### src/rtl/ym_multicycle_ctrl_pkg.sv
// Shared definitions for the multi-cycle sequencer: opcodes, FSM states,
// ALU operation codes and the decoded-instruction bundle.
package ym_pkg;

  localparam logic [6:0] OP_R   = 7'b0110011;
  localparam logic [6:0] OP_I   = 7'b0010011;
  localparam logic [6:0] OP_LW  = 7'b0000011;
  localparam logic [6:0] OP_SW  = 7'b0100011;
  localparam logic [6:0] OP_BEQ = 7'b1100011;
  localparam logic [6:0] OP_JAL = 7'b1101111;

  typedef enum logic [2:0] {
    ST_FETCH  = 3'd0,
    ST_DECODE = 3'd1,
    ST_EXEC   = 3'd2,
    ST_MEM    = 3'd3,
    ST_WB     = 3'd4,
    ST_TRAP   = 3'd5
  } state_e;

  typedef enum logic [1:0] {
    ALU_ADD   = 2'b00,
    ALU_SUB   = 2'b01,
    ALU_FUNCT = 2'b10
  } alu_op_e;

  typedef struct packed {
    logic is_r;
    logic is_i;
    logic is_lw;
    logic is_sw;
    logic is_beq;
    logic is_jal;
    logic illegal;
  } dec_t;

endpackage

### src/rtl/ym_multicycle_ctrl_if.sv
// Instruction and data memory handshake bundle between the sequencer
// (master) and the memories (slave).
interface ym_multicycle_ctrl_if;
  logic        imem_req;
  logic        imem_ready;
  logic [31:0] imem_rdata;
  logic        dmem_req;
  logic        dmem_we;
  logic        dmem_ready;

  modport master (
    output imem_req,
    input  imem_ready,
    input  imem_rdata,
    output dmem_req,
    output dmem_we,
    input  dmem_ready
  );

  modport slave (
    input  imem_req,
    output imem_ready,
    output imem_rdata,
    input  dmem_req,
    input  dmem_we,
    output dmem_ready
  );
endinterface

### src/rtl/ym_multicycle_ctrl_decode.sv
// Combinational opcode classifier; anything outside the supported set is
// flagged illegal.
module ym_decode
  import ym_pkg::*;
(
  input  logic [6:0] opcode,
  output dec_t       dec
);

  always_comb begin
    dec = '0;
    case (opcode)
      OP_R:    dec.is_r    = 1'b1;
      OP_I:    dec.is_i    = 1'b1;
      OP_LW:   dec.is_lw   = 1'b1;
      OP_SW:   dec.is_sw   = 1'b1;
      OP_BEQ:  dec.is_beq  = 1'b1;
      OP_JAL:  dec.is_jal  = 1'b1;
      default: dec.illegal = 1'b1;
    endcase
  end

endmodule

### src/rtl/ym_multicycle_ctrl.sv
// Multi-cycle PC/IR sequencer with handshaked memories, illegal-opcode trap
// and a wrapping retired-instruction counter.
//   state  | meaning
//   FETCH  | imem_req high, latch IR on imem_ready
//   DECODE | classify IR, illegal opcode goes to TRAP
//   EXEC   | ALU steering; BEQ/JAL update PC and retire here
//   MEM    | dmem_req high until dmem_ready; SW retires here
//   WB     | register write, PC+4, retire
//   TRAP   | everything frozen until reset
module ym_multicycle_ctrl
  import ym_pkg::*;
#(
  parameter int          XLEN        = 32,
  parameter int unsigned ENTRY_POINT = 128,
  parameter int          CNT_W       = 32
) (
  input  logic                  clk,
  input  logic                  rst_n,
  ym_multicycle_ctrl_if.master  bus,
  output logic [XLEN-1:0]       pc,
  output logic [31:0]           ir,
  input  logic                  zero,
  input  logic [XLEN-1:0]       branch_target,
  input  logic [XLEN-1:0]       jump_target,
  output logic                  reg_write,
  output logic                  alu_src,
  output logic [1:0]            alu_op,
  output logic                  mem2reg,
  output logic                  link_sel,
  output logic [2:0]            state,
  output logic [CNT_W-1:0]      retired,
  output logic                  trap
);

  localparam logic [2:0] S_FETCH  = ST_FETCH;
  localparam logic [2:0] S_DECODE = ST_DECODE;
  localparam logic [2:0] S_EXEC   = ST_EXEC;
  localparam logic [2:0] S_MEM    = ST_MEM;
  localparam logic [2:0] S_WB     = ST_WB;
  localparam logic [2:0] S_TRAP   = ST_TRAP;

  logic [2:0]       state_q,   state_d;
  logic [XLEN-1:0]  pc_q,      pc_d;
  logic [31:0]      ir_q,      ir_d;
  logic [CNT_W-1:0] retired_q, retired_d;
  logic             trap_q,    trap_d;
  logic [XLEN-1:0]  pc_inc;
  logic             retire;
  dec_t             dec;

  ym_decode u_decode (
    .opcode (ir_q[6:0]),
    .dec    (dec)
  );

  assign pc_inc = pc_q + XLEN'(4);

  always_comb begin
    state_d   = state_q;
    pc_d      = pc_q;
    ir_d      = ir_q;
    trap_d    = trap_q;
    retire    = 1'b0;
    case (state_q)
      S_FETCH: begin
        if (bus.imem_ready) begin
          ir_d    = bus.imem_rdata;
          state_d = S_DECODE;
        end
      end
      S_DECODE: begin
        if (dec.illegal) begin
          state_d = S_TRAP;
          trap_d  = 1'b1;
        end else begin
          state_d = S_EXEC;
        end
      end
      S_EXEC: begin
        if (dec.is_r || dec.is_i) begin
          state_d = S_WB;
        end else if (dec.is_lw || dec.is_sw) begin
          state_d = S_MEM;
        end else if (dec.is_beq) begin
          pc_d    = zero ? branch_target : pc_inc;
          retire  = 1'b1;
          state_d = S_FETCH;
        end else if (dec.is_jal) begin
          pc_d    = jump_target;
          retire  = 1'b1;
          state_d = S_FETCH;
        end else begin
          state_d = S_TRAP;
          trap_d  = 1'b1;
        end
      end
      S_MEM: begin
        if (bus.dmem_ready) begin
          if (dec.is_sw) begin
            pc_d    = pc_inc;
            retire  = 1'b1;
            state_d = S_FETCH;
          end else begin
            state_d = S_WB;
          end
        end
      end
      S_WB: begin
        pc_d    = pc_inc;
        retire  = 1'b1;
        state_d = S_FETCH;
      end
      S_TRAP: begin
        state_d = S_TRAP;
      end
      default: begin
        state_d = S_FETCH;
      end
    endcase
    retired_d = retire ? retired_q + CNT_W'(1) : retired_q;
  end

  always_ff @(posedge clk) begin
    if (!rst_n) begin
      state_q   <= S_FETCH;
      pc_q      <= XLEN'(ENTRY_POINT);
      ir_q      <= '0;
      retired_q <= '0;
      trap_q    <= 1'b0;
    end else begin
      state_q   <= state_d;
      pc_q      <= pc_d;
      ir_q      <= ir_d;
      retired_q <= retired_d;
      trap_q    <= trap_d;
    end
  end

  // ALU steering is held through MEM and WB so the address and the R/I
  // result stay valid while memory and the register file consume them.
  always_comb begin
    bus.imem_req = 1'b0;
    bus.dmem_req = 1'b0;
    bus.dmem_we  = 1'b0;
    reg_write    = 1'b0;
    alu_src      = 1'b0;
    alu_op       = ALU_ADD;
    mem2reg      = 1'b0;
    link_sel     = 1'b0;
    case (state_q)
      S_FETCH: bus.imem_req = 1'b1;
      S_EXEC: begin
        if (dec.is_r) begin
          alu_op = ALU_FUNCT;
        end else if (dec.is_i) begin
          alu_op  = ALU_FUNCT;
          alu_src = 1'b1;
        end else if (dec.is_lw || dec.is_sw) begin
          alu_op  = ALU_ADD;
          alu_src = 1'b1;
        end else if (dec.is_beq) begin
          alu_op = ALU_SUB;
        end else if (dec.is_jal) begin
          reg_write = 1'b1;
          link_sel  = 1'b1;
        end
      end
      S_MEM: begin
        bus.dmem_req = 1'b1;
        bus.dmem_we  = dec.is_sw;
        alu_src      = 1'b1;
      end
      S_WB: begin
        reg_write = 1'b1;
        mem2reg   = dec.is_lw;
        if (dec.is_r || dec.is_i) begin
          alu_op  = ALU_FUNCT;
          alu_src = dec.is_i;
        end else begin
          alu_src = 1'b1;
        end
      end
      default: ;
    endcase
  end

  assign pc      = pc_q;
  assign ir      = ir_q;
  assign state   = state_q;
  assign retired = retired_q;
  assign trap    = trap_q;

endmodule

### src/flat_wrapper.sv
// flat-port wrapper written by rule: the top's interface ports become plain ports
module ym_multicycle_ctrl_flat import ym_pkg::*;
#(
  parameter int          XLEN        = 32,
  parameter int unsigned ENTRY_POINT = 128,
  parameter int          CNT_W       = 32
)
  (clk, rst_n, pc, ir, zero, branch_target, jump_target, reg_write, alu_src, alu_op, mem2reg, link_sel, state, retired, trap, bus_imem_req, bus_imem_ready, bus_imem_rdata, bus_dmem_req, bus_dmem_we, bus_dmem_ready);
  ym_multicycle_ctrl_if bus_i ();
  input  logic clk;
  input  logic rst_n;
  output logic [XLEN-1:0] pc;
  output logic [31:0] ir;
  input  logic zero;
  input  logic [XLEN-1:0] branch_target;
  input  logic [XLEN-1:0] jump_target;
  output logic reg_write;
  output logic alu_src;
  output logic [1:0] alu_op;
  output logic mem2reg;
  output logic link_sel;
  output logic [2:0] state;
  output logic [CNT_W-1:0] retired;
  output logic trap;
  output wire logic [$bits(bus_i.imem_req)-1:0] bus_imem_req;
  input wire logic [$bits(bus_i.imem_ready)-1:0] bus_imem_ready;
  input wire logic [$bits(bus_i.imem_rdata)-1:0] bus_imem_rdata;
  output wire logic [$bits(bus_i.dmem_req)-1:0] bus_dmem_req;
  output wire logic [$bits(bus_i.dmem_we)-1:0] bus_dmem_we;
  input wire logic [$bits(bus_i.dmem_ready)-1:0] bus_dmem_ready;
  assign bus_imem_req = bus_i.imem_req;
  assign bus_i.imem_ready = bus_imem_ready;
  assign bus_i.imem_rdata = bus_imem_rdata;
  assign bus_dmem_req = bus_i.dmem_req;
  assign bus_dmem_we = bus_i.dmem_we;
  assign bus_i.dmem_ready = bus_dmem_ready;
  ym_multicycle_ctrl #(.XLEN(XLEN), .ENTRY_POINT(ENTRY_POINT), .CNT_W(CNT_W)) u_core (.clk(clk), .rst_n(rst_n), .bus(bus_i), .pc(pc), .ir(ir), .zero(zero), .branch_target(branch_target), .jump_target(jump_target), .reg_write(reg_write), .alu_src(alu_src), .alu_op(alu_op), .mem2reg(mem2reg), .link_sel(link_sel), .state(state), .retired(retired), .trap(trap));
endmodule
### config.mk
export PLATFORM = sky130hd
export DESIGN_NAME = ym_multicycle_ctrl_flat
export DESIGN_NICKNAME = d
export VERILOG_FILES = /design/src/rtl/ym_multicycle_ctrl_pkg.sv /design/src/rtl/ym_multicycle_ctrl_if.sv /design/src/rtl/ym_multicycle_ctrl_decode.sv /design/src/rtl/ym_multicycle_ctrl.sv /design/src/flat_wrapper.sv
export SDC_FILE = /design/constraint.sdc
export NUM_CORES = 1
export LEC_CHECK = 0
export ABC_AREA = 1
export CAP_MARGIN = 20
export CORE_UTILIZATION = 35
export CTS_CLUSTER_DIAMETER = 40
export DETAILED_ROUTE_END_ITERATION = 8
export PLACE_DENSITY = 0.64
export SETUP_SLACK_MARGIN = 0.15
export SLEW_MARGIN = 20
export SYNTH_ARGS = -nofsm -noshare
export SYNTH_HDL_FRONTEND = slang
export SYNTH_SLANG_ARGS = --single-unit
### constraint.sdc
create_clock -name clk -period 1.8 [get_ports clk]
set_input_delay 0.36 -clock clk [delete_from_list [all_inputs] [get_ports clk]]
set_output_delay 0.36 -clock clk [all_outputs]
set_load 0.01 [all_outputs]
==> results.yml, run 1 <==
run_status:
  status: "complete, but fails checks"
  violations: "negative setup slack"
power:
  switchingPower_mw: 2.17
  p_int_mw: 4.39
  p_clk_share_pct: 31.7
  power_frac_comb_pct: 30.3
  peakVddDrop_uv: 547
  swShare_pct: 33.1
  cellLeakagePower_nw: 5.33
  powerDensity_nw_per_um2: 571
  seqPwrFrac_pct: 38.0
global_route:
  grt_pass1_vias: 7670
  grt_pass1_wl_um: 39100
  track_usage_pct: 26.7
  grt_max_degree: 36
  gr-total-overflow: 0
  antenna_found_initial: 0
route:
  drtPass1Iterations: 5
  wl_per_cell_um: 16.0
  post-route-drc-count: 0
  ant_nets: 0
  vias: 8270
  drt-initial-drc-count: 466
  vias_per_cell: 5.07
  routed_wl_um: 26100
critical_path:
  critPathLaunch: "u_core.ir[4]"
  reg2regPathDepth: 14
  critPathMaxFanout: 4
  regToRegEndpoint: "u_core.retired[24]"
  rrSetupSlack_ns: -0.03
  crit_path_end_kind: "primary output"
  worstSetupPathType: "reg -> out"
  cp.arrival_ns: 1.55
  startpoint_type: "flop"
  r2r_start: "u_core.state[1]"
  critical_path_required_ns: 1.44
clocking:
  cts_tree: "yes"
  clk_path_buf_depth: 2
  h-tree-depth: 3
  clock_sinks: 100
  cts_buffers: 9
  root_buffer: "clkbuf_16"
  worstSkewPairLatency_ns: 0.37
  cts.clk_slew.worst_paths_ns: 0.09
layout:
  multi_input_area_sq_um: 4760
  drive_gt1_share_pct: 29.1
  diodes: 0
  final_util_pct: 64.0
  seqCellArea_sq_um: 2080
  syn_to_final_growth_pct: 79.3
  nFillCells: 1587
  layout.nets: 1500
synth:
  yosys_most_used_dff: "dfxtp_1"
  syn-cell-area_sq_um: 6420
  ys_warn_count: 0
  syn-num-nets: 1200
  ys_seq_elements: 100
  synth-edff-count: 0
  synthesis.instances: 1097
  syn_avg_cell_area_sq_um: 5.85
  yosys.cell_types.count: 33
  ys_seq_area_share_pct: 31.2
  async_flop_share_pct: 0
die:
  io_pins: 210
  die-area_sq_um: 18900
  rows: 49
  core_sq_um: 18000
  initial_utilization_pct: 35.7
  fp.dieW_um: 137
  die_y_um: 137
sta:
  fin_skew_ns: 0.0143
  setup_ws_ns: -0.113
  worst_slew_pin_slew_ns: 0.500
  fmax_ghz: 0.523
  relSlewSlack_pct: 66.3
  min_period_over_period_pct: 106
  final_max_slew_viol_count: 0
  rsz0062_at_grt: "yes"
  setup_viol: 13
  hold_viol: 0
  finalSetupTns_ns: -0.358
  period_needed_ns: 1.91
hold_path:
  hold_class: "reg -> reg"
  worstHoldEndpoint: "u_core.ir[15]"
  hp-start: "u_core.ir[15]"
  hold_path_depth: 2
place:
  gp_congestion: 0.897
  pre_cts_ws_ns: -0.0357
  dp_hpwl_um: 16300
  port_buffers: 209
job:
  drv_cap: 0
[flip-flops by register name, summed over array words and instances (netlist names)]
signal / flops
u_core.state: 3
u_core.trap: 1
u_core.pc: 32
u_core.retired: 32
u_core.ir: 32
[area by class of cell]
class	instances	share of cell area (%)
Tap cell	229	2.49
Clock buffer	9	1.96
Multi-Input combinational cell	861	41.4
Timing Repair Buffer	332	32.1
Clock inverter	7	0.816
Sequential cell	100	18.1
Inverter	93	3.19
[cell usage after synthesis, types with 10 or more instances]
master    number  share of area [%]
a21oi_1       87                6.8
buf_2         15                1.2
clkbuf_1      20                1.2
dfxtp_1      100                 31
inv_1         83                4.9
nand2_1      418                 24
nand3_1       70                5.5
nand3b_1      13                1.5
nor2_1       160                9.4
o21ai_0       35                2.7
o21ai_1       14                1.1
xnor2_1       10                1.4
xor2_1        13                1.8
[routing by layer]
metal	track usage (%)	up-vias	part of all wire, %
li1	-	4078	-
met1	34.1	3824	42
met2	42.4	310	46
met3	7.51	58	8.3
met4	9.65	0	2.8
met5	0	-	0
[critical path: stages, from the launching register on]
cell and delay [ns]:
dfxtp_2 0.36, inv_4 0.05, buf_4 0.13, nor2_1 0.19, and3_4 0.22, o211ai_1 0.09, buf_2 0.16
[through the flow]
step / hold WS [ns] / power (mW) / instances / area [sq um]
finish: 0.458 / 6.57 / 1631 / 11500
global route: 0.472 / 6.85 / 1631 / 11500
CTS: 0.464 / 6.43 / 1619 / 10900
global placement: 0.447 / 3.92 / 1544 / 9090
detailed placement: 0.453 / 3.92 / 1544 / 9090
floorplan: 0.474 / 3.16 / 1097 / 6420
[power by group through the flow]
stage	sequential [mW]	clock [mW]	combinational, mW
final	2.50	2.08	1.99
after global routing	2.52	2.21	2.13
after CTS	2.49	2.12	1.82
after detailed placement	2.53	0	1.40
after global placement	2.53	0	1.39
after floorplan	2.57	0	0.597
[cell usage in the layout, fill, tap and decap left out, types with 21 or more instances in the layout]
cell type          n
buf_4             59
dlymetal6s2s_1    21
nand2_4           41
nor2_4            21
a21oi_1           48
buf_6             26
dfxtp_1           44
dlygate4sd2_1     68
nand2_2           33
inv_1             78
dfxtp_2           53
a21oi_2           39
nand2_1          349
clkdlybuf4s50_1  111
nor2_1           124
nand3_1           60
[cell families after synthesis]
family | share of synthesized area (%)
xor gates and xnor gates | 3.14
and+or+nand+nor | 43.7
AOI/OAI and AO/OA | 12.3
adders and majority gates | 0.390
DFF | 31.2
buffers and inverters | 9.26
[how the worst max path moves through the flow]
stage	to	slack, ns	cells after the start
floorplan	alu_op[0]	0.18	6
CTS	alu_src	-0.009	7
global route	alu_src	-0.18	6
global placement	alu_op[1]	-0.02	5
detailed placement	u_core.pc[19]	-0.04	8
finish	alu_src	-0.11	6
[repair_timing]
item,CTS,global route
buffers inserted,41,8
pin swaps,82,45
setup endpoints to repair,147,100
hold buffers,0,0
gates resized for setup,386,118
cloned,18,4
Note: power is estimated with default switching activity, not from simulation.
==> run 2, diff against run 1 <==
--- a/config.mk
+++ b/config.mk
@@ -8,7 +8,7 @@
 export ABC_AREA = 1
 export CAP_MARGIN = 20
 export CORE_UTILIZATION = 35
-export CTS_CLUSTER_DIAMETER = 40
+export CTS_CLUSTER_DIAMETER = 150
 export DETAILED_ROUTE_END_ITERATION = 8
 export PLACE_DENSITY = 0.64
 export SETUP_SLACK_MARGIN = 0.15
==> results of run 2 <==
The final DEF is identical to that of run 1; final timing and power are the same.
==> run 3, diff against run 2 <==
--- a/config.mk
+++ b/config.mk
@@ -6,7 +6,6 @@
 export NUM_CORES = 1
 export LEC_CHECK = 0
 export ABC_AREA = 1
-export CAP_MARGIN = 20
 export CORE_UTILIZATION = 35
 export CTS_CLUSTER_DIAMETER = 150
 export DETAILED_ROUTE_END_ITERATION = 8
==> results of run 3 <==
The final DEF is identical to that of run 1; final timing and power are the same.
